<file path="src/rtl/mem_port_arbiter_if.sv">
// Shared-memory-port bundle: fetch and load/store requesters plus the memory side.
// The arbiter connects through the slave modport; the environment uses master.
interface mem_port_arbiter_if #(
    parameter int unsigned AW = 32,
    parameter int unsigned DW = 32
);
    logic            if_req;
    logic [AW-1:0]   if_addr;
    logic            if_ack;
    logic [DW-1:0]   if_rdata;
    logic            d_req;
    logic            d_we;
    logic [AW-1:0]   d_addr;
    logic [DW-1:0]   d_wdata;
    logic [DW/8-1:0] d_be;
    logic            d_ack;
    logic [DW-1:0]   d_rdata;
    logic            err;
    logic            mem_req;
    logic            mem_we;
    logic [AW-1:0]   mem_addr;
    logic [DW-1:0]   mem_wdata;
    logic [DW/8-1:0] mem_be;
    logic            mem_ready;
    logic [DW-1:0]   mem_rdata;

    modport slave (
        input  if_req, if_addr, d_req, d_we, d_addr, d_wdata, d_be, mem_ready, mem_rdata,
        output if_ack, if_rdata, d_ack, d_rdata, err,
               mem_req, mem_we, mem_addr, mem_wdata, mem_be
    );

    modport master (
        output if_req, if_addr, d_req, d_we, d_addr, d_wdata, d_be, mem_ready, mem_rdata,
        input  if_ack, if_rdata, d_ack, d_rdata, err,
               mem_req, mem_we, mem_addr, mem_wdata, mem_be
    );
endinterface

</file>
<file path="src/rtl/mem_port_arbiter.sv">
// Fetch vs load/store arbiter for one shared memory port, with a BUSY watchdog.
// Define MEM_PORT_ARB_RR_EN for round-robin ties instead of data-over-fetch priority.
module mem_port_arbiter #(
    parameter int unsigned AW      = 32,
    parameter int unsigned DW      = 32,
    parameter int unsigned TIMEOUT = 16
) (
    input  logic               clk,
    input  logic               rst,
    mem_port_arbiter_if.slave  bus
);

    typedef enum logic [1:0] {IDLE, BUSY_I, BUSY_D, ACK} state_e;

    state_e            state_q, state_d;
    logic              grant_i, grant_d, busy, tmo;
    logic [7:0]        cnt_q;
    logic              mem_we_q;
    logic [AW-1:0]     mem_addr_q;
    logic [DW-1:0]     mem_wdata_q;
    logic [DW/8-1:0]   mem_be_q;
    logic [DW-1:0]     if_rdata_q, d_rdata_q;
    logic              if_ack_q, d_ack_q, err_q;
`ifdef MEM_PORT_ARB_RR_EN
    logic              last_d_q;
`endif

    always_ff @(posedge clk) begin
        if (!rst) state_q <= IDLE;
        else      state_q <= state_d;
    end

    always_comb begin
        state_d = state_q;
        case (state_q)
            IDLE:           if (grant_d) state_d = BUSY_D;
                            else if (grant_i) state_d = BUSY_I;
            BUSY_I, BUSY_D: if (bus.mem_ready || tmo) state_d = ACK;
            ACK:            state_d = IDLE;
            default:        state_d = IDLE;
        endcase
    end

    always_comb begin
        grant_i = 1'b0;
        grant_d = 1'b0;
        busy    = (state_q == BUSY_I) || (state_q == BUSY_D);
        tmo     = busy && !bus.mem_ready && (cnt_q == 8'(TIMEOUT - 1));
        if (state_q == IDLE) begin
`ifdef MEM_PORT_ARB_RR_EN
            if (bus.d_req && bus.if_req) begin
                grant_d = !last_d_q;
                grant_i = last_d_q;
            end else begin
                grant_d = bus.d_req;
                grant_i = bus.if_req;
            end
`else
            grant_d = bus.d_req;
            grant_i = bus.if_req && !bus.d_req;
`endif
        end
    end

    // Acks are registered on the BUSY->ACK transition, so they coincide with the ACK state.
    always_ff @(posedge clk) begin
        if (!rst) begin
            cnt_q       <= '0;
            mem_we_q    <= 1'b0;
            mem_addr_q  <= '0;
            mem_wdata_q <= '0;
            mem_be_q    <= '0;
            if_rdata_q  <= '0;
            d_rdata_q   <= '0;
            if_ack_q    <= 1'b0;
            d_ack_q     <= 1'b0;
            err_q       <= 1'b0;
`ifdef MEM_PORT_ARB_RR_EN
            last_d_q    <= 1'b0;
`endif
        end else begin
            if_ack_q <= 1'b0;
            d_ack_q  <= 1'b0;
            if (grant_i || grant_d) begin
                mem_we_q    <= grant_d && bus.d_we;
                mem_addr_q  <= grant_d ? bus.d_addr : bus.if_addr;
                mem_wdata_q <= grant_d ? bus.d_wdata : '0;
                mem_be_q    <= (grant_d && bus.d_we) ? bus.d_be : '1;
                cnt_q       <= '0;
                err_q       <= 1'b0;
`ifdef MEM_PORT_ARB_RR_EN
                last_d_q    <= grant_d;
`endif
            end else if (busy) begin
                if (bus.mem_ready || tmo) begin
                    err_q <= tmo;
                    if (state_q == BUSY_I) begin
                        if_ack_q   <= 1'b1;
                        if_rdata_q <= tmo ? '0 : bus.mem_rdata;
                    end else begin
                        d_ack_q <= 1'b1;
                        if (tmo)            d_rdata_q <= '0;
                        else if (!mem_we_q) d_rdata_q <= bus.mem_rdata;
                    end
                end else begin
                    cnt_q <= cnt_q + 8'd1;
                end
            end
        end
    end

    assign bus.mem_req   = busy;
    assign bus.mem_we    = mem_we_q;
    assign bus.mem_addr  = mem_addr_q;
    assign bus.mem_wdata = mem_wdata_q;
    assign bus.mem_be    = mem_be_q;
    assign bus.if_ack    = if_ack_q;
    assign bus.if_rdata  = if_rdata_q;
    assign bus.d_ack     = d_ack_q;
    assign bus.d_rdata   = d_rdata_q;
    assign bus.err       = err_q;

endmodule

</file>
<file path="src/flat_wrapper.sv">
// flat-port wrapper written by rule: the top's interface ports become plain ports
module mem_port_arbiter_flat 
#(
    parameter int unsigned AW      = 32,
    parameter int unsigned DW      = 32,
    parameter int unsigned TIMEOUT = 16
)
  (clk, rst, bus_if_req, bus_if_addr, bus_d_req, bus_d_we, bus_d_addr, bus_d_wdata, bus_d_be, bus_mem_ready, bus_mem_rdata, bus_if_ack, bus_if_rdata, bus_d_ack, bus_d_rdata, bus_err, bus_mem_req, bus_mem_we, bus_mem_addr, bus_mem_wdata, bus_mem_be);
  mem_port_arbiter_if #(.AW(AW), .DW(DW)) bus_i ();
  input  logic clk;
  input  logic rst;
  input wire logic [$bits(bus_i.if_req)-1:0] bus_if_req;
  input wire logic [$bits(bus_i.if_addr)-1:0] bus_if_addr;
  input wire logic [$bits(bus_i.d_req)-1:0] bus_d_req;
  input wire logic [$bits(bus_i.d_we)-1:0] bus_d_we;
  input wire logic [$bits(bus_i.d_addr)-1:0] bus_d_addr;
  input wire logic [$bits(bus_i.d_wdata)-1:0] bus_d_wdata;
  input wire logic [$bits(bus_i.d_be)-1:0] bus_d_be;
  input wire logic [$bits(bus_i.mem_ready)-1:0] bus_mem_ready;
  input wire logic [$bits(bus_i.mem_rdata)-1:0] bus_mem_rdata;
  output wire logic [$bits(bus_i.if_ack)-1:0] bus_if_ack;
  output wire logic [$bits(bus_i.if_rdata)-1:0] bus_if_rdata;
  output wire logic [$bits(bus_i.d_ack)-1:0] bus_d_ack;
  output wire logic [$bits(bus_i.d_rdata)-1:0] bus_d_rdata;
  output wire logic [$bits(bus_i.err)-1:0] bus_err;
  output wire logic [$bits(bus_i.mem_req)-1:0] bus_mem_req;
  output wire logic [$bits(bus_i.mem_we)-1:0] bus_mem_we;
  output wire logic [$bits(bus_i.mem_addr)-1:0] bus_mem_addr;
  output wire logic [$bits(bus_i.mem_wdata)-1:0] bus_mem_wdata;
  output wire logic [$bits(bus_i.mem_be)-1:0] bus_mem_be;
  assign bus_i.if_req = bus_if_req;
  assign bus_i.if_addr = bus_if_addr;
  assign bus_i.d_req = bus_d_req;
  assign bus_i.d_we = bus_d_we;
  assign bus_i.d_addr = bus_d_addr;
  assign bus_i.d_wdata = bus_d_wdata;
  assign bus_i.d_be = bus_d_be;
  assign bus_i.mem_ready = bus_mem_ready;
  assign bus_i.mem_rdata = bus_mem_rdata;
  assign bus_if_ack = bus_i.if_ack;
  assign bus_if_rdata = bus_i.if_rdata;
  assign bus_d_ack = bus_i.d_ack;
  assign bus_d_rdata = bus_i.d_rdata;
  assign bus_err = bus_i.err;
  assign bus_mem_req = bus_i.mem_req;
  assign bus_mem_we = bus_i.mem_we;
  assign bus_mem_addr = bus_i.mem_addr;
  assign bus_mem_wdata = bus_i.mem_wdata;
  assign bus_mem_be = bus_i.mem_be;
  mem_port_arbiter #(.AW(AW), .DW(DW), .TIMEOUT(TIMEOUT)) u_core (.clk(clk), .rst(rst), .bus(bus_i));
endmodule
</file>
<file path="config.mk">
export PLATFORM = sky130hd
export DESIGN_NAME = mem_port_arbiter_flat
export DESIGN_NICKNAME = d
export VERILOG_FILES = /design/src/rtl/mem_port_arbiter_if.sv /design/src/rtl/mem_port_arbiter.sv /design/src/flat_wrapper.sv
export SDC_FILE = /design/constraint.sdc
export NUM_CORES = 1
export LEC_CHECK = 0
export ABC_CLOCK_PERIOD_IN_PS = 2200
export BUFFER_PORTS_ARGS = -buffer_cell sky130_fd_sc_hd__buf_2
export CAP_MARGIN = 20
export CORE_UTILIZATION = 30
export CTS_BUF_LIST = sky130_fd_sc_hd__clkbuf_4 sky130_fd_sc_hd__clkbuf_8
export DETAILED_ROUTE_END_ITERATION = 8
export GPL_TIMING_DRIVEN = 0
export SLEW_MARGIN = 25
export SYNTH_ARGS = -nofsm -noshare
export SYNTH_HDL_FRONTEND = slang
export SYNTH_SLANG_ARGS = --single-unit
</file>
<file path="constraint.sdc">
create_clock -name clk -period 2.2 [get_ports clk]
set_input_delay 0.33 -clock clk [delete_from_list [all_inputs] [get_ports clk]]
set_output_delay 0.33 -clock clk [all_outputs]
set_load 0.1 [all_outputs]
</file>
==> Flow_metrics.wiki, run 1 <==
{| class="wikitable"
! Metric !! Value
|-
| Status || finished clean
|-
| Delay of the slowest cell on the worst path || roughly 0.4 ns
|-
| Vias in the first global route || 5407
|-
| Max Fclk || approximately 480 MHz
|-
| EDFF count, synth || 0
|-
| Worst Setup SP || u_core.state_q[0]
|-
| Floorplan die width || 143.6 um
|-
| Max-cap violations || 0
|-
| Ant. Diodes || 0
|-
| Post-synth top area cell || dfxtp_1
|-
| Clock sink count || 146
|-
| Power per standard cell area || 1585 nW/um2
|-
| Final Hold Fails || 0
|-
| Number of primary I/O pins || around 280
|-
| Kind of cell adding the most delay to the critical path || buffers and inverters
|-
| Detailed Route Iter0 Violations || 186
|-
| Total track usage || 0.1775
|-
| Starting density of the core || 0.3078
|-
| Final TNS setup || 0 ns
|-
| Worst clock skew || 0.01471 ns
|-
| Clock transition at path regs || around 0.090 ns
|-
| Top_reg_cell synth || dfxtp_1
|-
| Warnings, synthesis || 0
|-
| WHS Endpoint || u_core.bus.mem_wdata[16]
|-
| Post-route DRC || 0
|-
| Maximum buffer depth of the clock tree || 2
|-
| Cell area after layout || 8182 um2
|-
| Core box area || ~20000 um2
|-
| Highest fanout seen on the critical path || 10
|-
| Fraction of the core area covered by cells at the end of the flow || 0.4190
|-
| Critical path start-end classification || reg2reg
|-
| Clock tree from TritonCTS || built
|-
| Via density per instance || 4.703
|-
| IR drop worst, VDD || 1.369 mV
|-
| Number of flip-flops and latches in the synthesized netlist || 146
|-
| Internal power contribution || 5.680 mW
|-
| Async set-or-reset flop fraction in the synthesized netlist || 0
|-
| Synth Instances || approximately 640
|-
| Worst flop-to-flop path endpoint || u_core.bus.if_rdata[22]
|-
| Placed instance area || between 7000 and 8000 um2
|-
| Synthesized area || 6011 um2
|-
| Clock latency reported for the late side of the worst-skew pair || 0.45 ns
|-
| Wire length of the first global-routing pass || about 28000 um
|-
| Buffering stage count on the worst path with inverters included || 3
|-
| Worst slew margin relative to its limit || 0.5799
|-
| Cell types occupying the most area after synthesis || dfxtp_1, nand3_1, nand2_1, mux2i_1, o211a_1
|-
| Most frequent cell after synthesis || dfxtp_1
|-
| Floorplan row count || 51
|-
| Global placement routability congestion || 0.7807
|-
| Origin of the critical flop-to-flop path || u_core.state_q[0]
|-
| Root Driver || clkbuf_8
|-
| Launching element type of the critical path || register
|-
| Clock Power Share || 0.179
|-
| Setup-failing EPs final || 0
|-
| Fillers || 2012
|-
| Remaining number of nets flagged by the antenna check after routing || 0
|-
| Worst hold slack after final layout || roughly 0.093 ns
|-
| Number of distinct library cells after synthesis || 44
|-
| WP data arrival || between 2 and 2.5 ns
|-
| Kind of capture point of the worst setup path || register
|-
| Leakage power total || 3.954 nW
|-
| Ratio of cells with drive above 1 in the final layout || 0.3913
|-
| Overflow after GRT || 0
|-
| Total detailed-routing wirelength || 18190 um
|-
| Number of optimization iterations in the first detailed-route pass || 4
|-
| Critical path required time || 2.54 ns
|-
| Number of buffers added on ports || 274
|-
| Layout area overhead || 36.12%
|-
| Class of the tightest hold or removal check || in2reg
|-
| Cell count of the worst hold path || 2
|-
| Max Slew Vio Count || 0
|-
| Detail-routed net length per standard cell || about 15 um
|-
| RSZ-0062 raised after global routing || no
|-
| Cell Chain, Critical Path || inv_1, ha_4, clkbuf_2, nor2b_2, nand3_1, clkbuf_2, nand3_1, mux2i_1
|-
| Commonest cells in the netlist || dfxtp_1, nand2_1, nand3_1, clkbuf_1, mux2i_1
|-
| Share of Yosys cell area claimed by the top area cell type || 0.4863
|-
| Combinational group share of total power || 0.549
|-
| CTS H-Tree Depth || 4
|-
| Net total in the final layout || 1072
|-
| Reg power frac || 0.272
|-
| Worst Tran Pin Value || 0.6301 ns
|-
| Post-DP HPWL || 13600 um
|-
| Area of the die || 20610 um2
|-
| Fraction of power spent switching nets || 0.5621
|-
| Period utilisation layout || 0.9392
|-
| Total clock buffers created by CTS || 17
|-
| Min-delay src || bus_d_wdata[16]
|-
| Time the final worst path needs with I/O delays and setup || 2.066 ns
|-
| Pin count of the biggest net entering global routing || 17
|-
| Internal reg-to-reg setup slack || 0.13 ns
|-
| Number of antenna violations at the first check in global routing || 1
|-
| Syn_area_per_cell || ~9.4 um2
|-
| Net switching power figure || ~7.3 mW
|-
| Vert. Die Dim || 143.6 um
|-
| Proportion of synthesized chip area in sequential cells || 0.4863
|-
| Worst R2R Path Depth || 8
|-
| Net Count, Synth || 779
|-
| Critical Path Slowest Stage Cell || dfxtp_1
|-
| Number of vias in the routed layout || between 5000 and 6000
|}
==> registers in the layout, summed over array words and instances (netlist names) <==
signal	flops
u_core.bus.d_rdata	32
u_core.bus.if_rdata	32
u_core.bus.mem_addr	32
u_core.bus.mem_wdata	32
u_core.cnt_q	8
u_core.bus.mem_be	4
u_core.state_q	2
u_core.bus.d_ack	1
u_core.bus.err	1
u_core.bus.if_ack	1
u_core.bus.mem_we	1
==> placed cells by master (no fill, tap or decap), drive strengths merged, types with 3 or more instances in the layout <==
master	instances
o21ai	38
a21oi	3
dfxtp	146
nor2	8
nand3	101
clkinv	5
a22o	32
o221a	4
clkbuf	62
buf	288
mux2i	33
a21boi	33
nand2	103
o211a	32
ha	4
nand4	3
and3	4
nor3	3
inv	11
bufinv	3
nand2b	5
==> worst max-delay path by stage <==
stage,to,slack (ns),depth (start not counted)
floorplan,u_core.cnt_q[3],0.09,7
detailed placement,u_core.bus.mem_be[0],-0.18,5
global route,u_core.bus.d_rdata[16],0.0005,8
CTS,u_core.bus.if_rdata[9],0.01,8
global placement,u_core.bus.mem_be[0],-0.12,5
finish,u_core.bus.if_rdata[22],0.13,8
==> through the flow <==
stage / std cells / power (mW) / worst slack [ns]
finish: 1208 / 12.97 / 0.1337
global route: 1208 / 13.61 / 0.0004821
CTS: 1208 / 13.07 / 0.009935
detailed placement: 1176 / 10.70 / -0.1784
global placement: 1176 / 10.68 / -0.1169
floorplan: 637 / 9.436 / 0.09024
==> power groups by stage <==
| stage | registers [mW] | logic [mW] | clock network [mW] |
|---|---|---|---|
| finish | 3.52 | 7.13 | 2.32 |
| floorplan | 7.49 | 1.95 | 0 |
| global placement | 3.56 | 7.12 | 0 |
| CTS | 3.52 | 7.15 | 2.39 |
| detailed placement | 3.57 | 7.13 | 0 |
| global route | 3.60 | 7.50 | 2.52 |
==> worst register-to-register path, stage by stage (launching register included) <==
cell,delay (ns)
dfxtp_1,0.40
inv_1,0.11
ha_4,0.27
clkbuf_2,0.20
nor2b_2,0.25
nand3_1,0.23
clkbuf_2,0.30
nand3_1,0.13
mux2i_1,0.08
==> cell type report <==
class | count | area [um2] | area share
Buffer | 59 | 291.5 | 0.03563
Tap cell | 265 | 331.6 | 0.04053
Sequential cell | 146 | 2923 | 0.3572
Clock inverter | 15 | 197.7 | 0.02416
Clock buffer | 17 | 234.0 | 0.02860
Multi-Input combinational cell | 427 | 2814 | 0.3439
Timing Repair Buffer | 274 | 1371 | 0.1676
Inverter | 5 | 18.77 | 0.002294
==> per-layer routing <==
layer	global-route usage	share of wire	vias to the layer above
met5	0	0.00055	-
met2	0.2961	0.47	206
met3	0.04965	0.068	12
met1	0.2210	0.46	2590
li1	-	-	2871
met4	0.05375	0.010	2
==> logic make-up after synthesis <==
kind of cell / after synthesis / synth area share
simple gates: 233 / 0.1788
compound gates: 153 / 0.2167
flops: 146 / 0.4863
buf+inv: 64 / 0.04912
mux: 33 / 0.05495
xor+xnor: 4 / 0.005830
fa+ha+maj: 4 / 0.008327
==> what timing repair did <==
item / CTS / global route
buffers inserted: 0 / 0
pin swaps: 0 / 1
hold buffers: 0 / 0
endpoints found under the setup margin: 51 / 43
resized for setup: 6 / 8
Power figures use the tool's default switching activity.
==> run 2: changes to the inputs <==
--- a/config.mk
+++ b/config.mk
@@ -10,3 +10,3 @@
 export CAP_MARGIN = 20
-export CORE_UTILIZATION = 30
+export CORE_UTILIZATION = 48
 export CTS_BUF_LIST = sky130_fd_sc_hd__clkbuf_4 sky130_fd_sc_hd__clkbuf_8
@@ -14,2 +14,3 @@
 export GPL_TIMING_DRIVEN = 0
+export PLACE_DENSITY = 0.82
 export SLEW_MARGIN = 25
==> constraint.sdc (replaced) <==
create_clock -name clk -period 2.2 [get_ports clk]
set_input_delay 0.11 -clock clk [delete_from_list [all_inputs] [get_ports clk]]
set_output_delay 0.11 -clock clk [all_outputs]
set_load 0.1 [all_outputs]
==> run 2 against run 1 <==
Maximum frequency grew 0.55%. Die area shrank 37%. Worst setup slack gained 0.011 ns. Total power is essentially flat. Cell count shrank 1.3%. Via count grew 12%. Global-route usage grew 11 points. First-iteration DRC count grew 120%. Clock skew grew 0.0046 ns.
==> Flow_metrics.wiki, run 2 (synthesis gave the netlist of run 1 again) <==
{| class="wikitable"
! Metric !! Value
|-
| Critical path required time || between 2 and 3 ns
|-
| Fillers || 901
|-
| IR drop worst, VDD || about 1.1 mV
|-
| Clock sink count || 146
|-
| Post-DP HPWL || 12720 um
|-
| Worst Tran Pin Value || 0.6224 ns
|-
| Kind of capture point of the worst setup path || register
|-
| Post-route DRC || 0
|-
| Core box area || 12110 um2
|-
| Wire length of the first global-routing pass || between 20000 and 30000 um
|-
| Highest fanout seen on the critical path || 10
|-
| Vias in the first global route || 6023
|-
| Pwr Total || 12.98 mW
|-
| Number of buffers added on ports || between 200 and 300
|-
| Leakage power total || 4.258 nW
|-
| CTS H-Tree Depth || 4
|-
| Worst hold slack after final layout || around 0.025 ns
|-
| Net total in the final layout || 1152
|-
| Floorplan die width || 113.9 um
|-
| Period utilisation layout || 0.9341
|-
| Number of placed instances, taps included || 1079
|-
| Layout area overhead || 47.04%
|-
| Clock latency reported for the late side of the worst-skew pair || 0.44 ns
|-
| Time the final worst path needs with I/O delays and setup || 2.055 ns
|-
| Class of the tightest hold or removal check || in2reg
|-
| Pin count of the biggest net entering global routing || 17
|-
| Post-route non-filler standard cell count || 1192
|-
| Via density per instance || 5.333
|-
| Ratio of cells with drive above 1 in the final layout || 0.3607
|-
| Fraction of the core area covered by cells at the end of the flow || 0.7298
|-
| Critical path start-end classification || reg2reg
|-
| Number of primary I/O pins || 275
|-
| Number of antenna violations at the first check in global routing || 0
|-
| Overflow after GRT || 0
|-
| Root Driver || clkbuf_8
|-
| Maximum buffer depth of the clock tree || 2
|-
| Total clock buffers created by CTS || 17
|-
| Floorplan row count || 40
|-
| Area of the multi-input gates || about 2800 um2
|-
| Status || finished clean
|-
| Number of optimization iterations in the first detailed-route pass || 5
|-
| Final Hold Fails || 0
|-
| Commonest cells after routing, fill and taps aside || buf_2, dfxtp_1, nand2_1
|-
| Clock tree from TritonCTS || built
|-
| Launching element type of the critical path || register
|-
| Detail-routed net length per standard cell || 16.11 um
|-
| Max-cap violations || 0
|-
| Power per standard cell area || between 1000 and 1500 nW/um2
|-
| Most common cell after layout, fill and taps aside || buf_2
|-
| Remaining number of nets flagged by the antenna check after routing || 0
|-
| Max Fclk || 486.6 MHz
|-
| Detailed Route Iter0 Violations || 402
|-
| Worst slew margin relative to its limit || 0.5851
|-
| Total detailed-routing wirelength || 19200 um
|-
| WP data arrival || 2.38 ns
|-
| Buffers inserted by post-CTS timing repair || 0
|-
| Area of the die || 12970 um2
|-
| Vert. Die Dim || about 110 um
|-
| Total track usage || 0.2922
|-
| Max Slew Vio Count || 0
|-
| Clock transition at path regs || 0.09 ns
|-
| Global placement routability congestion || 0.8390
|-
| Worst clock skew || 0.01933 ns
|-
| Starting density of the core || 0.4963
|-
| Setup-failing EPs final || 0
|-
| Storage cell area || 2923 um2
|-
| Number of vias in the routed layout || 6357
|-
| RSZ-0062 raised after global routing || no
|}
==> run 2: cell types whose count changed in the layout (fill, tap and decap cells not counted), moves of 2 or more <==
cell | before | now
buf_2 | 282 | 287
clkbuf_2 | 6 | 3
clkinv_4 | 4 | 1
clkinvlp_4 | 1 | 5
dlygate4sd3_1 | 0 | 81
inv_6 | 3 | 5
inv_8 | 3 | 0
==> run 2: final cells by class <==
| cell class | count | area share |
|---|---|---|
| Inverter | 5 | 0.002123 |
| Multi-Input combinational cell | 427 | 0.3184 |
| Sequential cell | 146 | 0.3307 |
| Clock buffer | 19 | 0.02888 |
| Timing Repair Buffer | 355 | 0.2469 |
| Tap cell | 168 | 0.02378 |
| Antenna cell | 1 | 0.0002831 |
| Clock inverter | 13 | 0.01699 |
| Buffer | 58 | 0.03199 |
==> run 2: path summary, 6_finish.rpt <==
| kind | startpoint | end | slack [ns] | depth (start not counted) |
|---|---|---|---|---|
| worst max-delay path | u_core.state_q[0] | u_core.bus.if_rdata[5] | 0.14 | 8 |
| worst min register to register | u_core.bus.d_rdata[18] | u_core.bus.d_rdata[18] | 0.46 | 2 |
| worst min-delay path | bus_if_addr[6] | u_core.bus.mem_addr[6] | 0.02 | 4 |
| worst max register to register | u_core.state_q[0] | u_core.bus.if_rdata[5] | 0.14 | 8 |
==> run 2: report_power, final <==
group,internal (mW),switching (mW)
Clock,1.07,1.09
Combinational,1.40,5.88
Sequential,3.21,0.322
==> run 2: per-layer routing <==
layer  wire length [um]  vias to the layer above  part of all wire  track usage
li1                   -                     3030                 -            -
met1               7820                     2981              0.41       0.3414
met2               9588                      303              0.50       0.5183
met3               1312                       43             0.068      0.05951
met4                482                        0             0.025       0.1273
met5                  0                        -                 0            0
==> run 2: critical path, cell delays in order, from the launching register on <==
cell and delay, ns:
dfxtp_1 0.39, inv_1 0.11, ha_4 0.27, clkbuf_2 0.20, nor2b_2 0.27, nand3_1 0.23
buf_2 0.28, nand3_1 0.11, mux2i_1 0.09
==> run 2: what timing repair did <==
action                                  CTS  global route
endpoints found under the setup margin   50            52
resized for setup                         5            12
hold buffers                             81             0
hold endpoints to repair                113             0
==> run 2: per-stage QoR <==
stage	TNS (ns)	area (um2)	setup WS, ns
after floorplan	0	6023	0.09024
after global placement	-0.4158	7605	-0.03627
after detailed placement	-1.205	7605	-0.08450
after CTS	0	8823	0.01556
after global routing	0	8836	0.0009404
final	0	8838	0.1450
==> run 3: changes to the inputs <==
Settings changed: ABC_CLOCK_PERIOD_IN_PS 2200 to unset.
Clock period 2.2 ns to 2.11 ns, I/O delays scaled along.
==> run 3 against run 2 <==
Final area grew 1.4%. Worst setup slack lost 0.052 ns. Critical path depth is the same. Utilization grew 1.0 points. Cell count grew 0.67%. Clock-buffer cell count is the same. Critical path type unchanged. Largest cell class unchanged.
==> Flow_metrics.wiki, run 3 (synthesis gave the netlist of run 1 again) <==
{| class="wikitable"
! Metric !! Value
|-
| Status || finished clean
|-
| Time the final worst path needs with I/O delays and setup || 2.017 ns
|-
| Clock tree from TritonCTS || built
|-
| Ratio of cells with drive above 1 in the final layout || 0.3643
|-
| Global routing usage on met3 || 0.06536
|-
| Number of placed instances, taps included || 1079
|-
| Remaining number of nets flagged by the antenna check after routing || 0
|-
| Worst Setup SP || u_core.state_q[0]
|-
| Detail-routed net length per standard cell || 16.27 um
|-
| Highest fanout seen on the critical path || 10
|-
| Starting density of the core || 0.4963
|-
| Max Slew Vio Count || 0
|-
| GRT busiest layer || met2
|-
| Min-delay src || rst
|-
| Worst hold slack after final layout || about 0.024 ns
|-
| WP data arrival || 2.38 ns
|-
| Area of the die || ~13000 um2
|-
| Worst Tran Pin Value || 0.6059 ns
|-
| Number of antenna violations at the first check in global routing || 0
|-
| Max Fclk || 495.8 MHz
|-
| Number of optimization iterations in the first detailed-route pass || 6
|-
| Number of buffers added on ports || 274
|-
| Total track usage || 0.2941
|-
| Pin count of the biggest net entering global routing || 17
|-
| Core box area || around 12000 um2
|-
| Post-route DRC || 0
|-
| Class of the tightest hold or removal check || in2reg
|-
| Number of primary I/O pins || 275
|-
| Clock latency reported for the late side of the worst-skew pair || 0.44 ns
|-
| Power per standard cell area || 1521 nW/um2
|-
| Worst slew margin relative to its limit || 0.5961
|-
| Ant. Diodes || 0
|-
| Clock transition at path regs || around 0.090 ns
|-
| Net total in the final layout || between 1000 and 1500
|-
| Floorplan die width || 113.9 um
|-
| Setup-failing EPs final || 0
|-
| Most common cell after layout, fill and taps aside || buf_2
|-
| Final Hold Fails || 0
|-
| Cell area after layout || 8964 um2
|-
| Critical path start-end classification || reg2reg
|-
| CTS H-Tree Depth || 4
|-
| Total clock buffers created by CTS || 17
|-
| Critical path required time || about 2.5 ns
|-
| Launching element type of the critical path || register
|-
| Number of vias in the routed layout || 6428
|-
| Worst clock skew || around 0.018 ns
|-
| Total detailed-routing wirelength || 19530 um
|-
| Root Driver || clkbuf_8
|-
| Fraction of the core area covered by cells at the end of the flow || 0.7401
|-
| Overflow after GRT || 0
|-
| Max-cap violations || 0
|-
| Post-route non-filler standard cell count || 1200
|-
| Detailed Route Iter0 Violations || between 400 and 500
|-
| Post-DP HPWL || 12720 um
|-
| Layout area overhead || 49.13%
|-
| IR drop worst, VDD || 1.067 mV
|-
| Met1 usage in global routing || 0.3411
|-
| Met2 layer usage reported by global route || 0.5183
|-
| Period utilisation layout || 0.9559
|-
| Placed instance area || 7605 um2
|-
| Clock sink count || 146
|-
| Leakage power total || 4.320 nW
|-
| Vias in the first global route || 6109
|-
| Global placement routability congestion || 0.8390
|-
| Via density per instance || 5.357
|-
| Floorplan row count || 40
|-
| Commonest cells after routing, fill and taps aside || buf_2, dfxtp_1, nand2_1
|-
| Vert. Die Dim || ~110 um
|-
| Wire length of the first global-routing pass || 30040 um
|-
| Kind of capture point of the worst setup path || register
|-
| Origin of the critical flop-to-flop path || u_core.state_q[0]
|-
| Maximum buffer depth of the clock tree || 2
|}
run 3: critical path: stages (launching register included):
cell	delay [ns]
dfxtp_1	0.40
inv_1	0.11
ha_4	0.27
buf_2	0.20
and3_1	0.20
a31oi_1	0.12
nor2_4	0.22
buf_6	0.20
mux2i_1	0.21
run 3: worst paths after layout:
kind / slack, ns / end / cells after the start
min reg2reg: 0.46 / u_core.bus.d_rdata[18] / 2
min: 0.02 / u_core.cnt_q[3] / 4
max reg2reg: 0.09 / u_core.bus.if_rdata[22] / 8
max: 0.09 / u_core.bus.if_rdata[22] / 8
run 3: metal layers:
metal / up-vias / routed length [um]
met2: 313 / 9700
met1: 3020 / 7849
met4: 0 / 564
met5: - / 0
li1: 3050 / -
met3: 45 / 1413
run 3: repair_timing:
| item | 4_1_cts | 5_1_grt |
|---|---|---|
| setup endpoints to repair | 90 | 111 |
| gates cloned | 0 | 0 |
| pin swaps | 0 | 2 |
| setup buffers | 0 | 3 |
| hold buffers | 88 | 0 |
| endpoints found under the hold margin | 120 | 0 |
| gates resized for setup | 6 | 31 |
run 3: area by class of cell:
class | count | area [um2]
flip-flops and latches | 146 | 2923
repair buffers | 365 | 2275
fillers | 879 | 3148
clock inverters | 13 | 150.1
inverters | 5 | 18.77
clock buffers | 19 | 255.2
plain buffers | 57 | 304.0
well taps | 168 | 210.2
multi-input cells | 427 | 2828
run 3: power by group:
part,total (mW),switching (mW),internal (mW)
Sequential,3.69,0.341,3.35
Clock,2.25,1.13,1.11
Combinational,7.69,6.16,1.54
Total,13.6,7.63,6.00
run 3: stage by stage:
stage	TNS (ns)	power (mW)	setup slack, ns
after detailed placement	-6.730	11.11	-0.1745
after floorplan	0	9.838	0.0002376
after CTS	0	13.49	0.01553
after global placement	-4.633	11.05	-0.1263
after global routing	-0.05456	14.16	-0.01535
final	0	13.63	0.09313
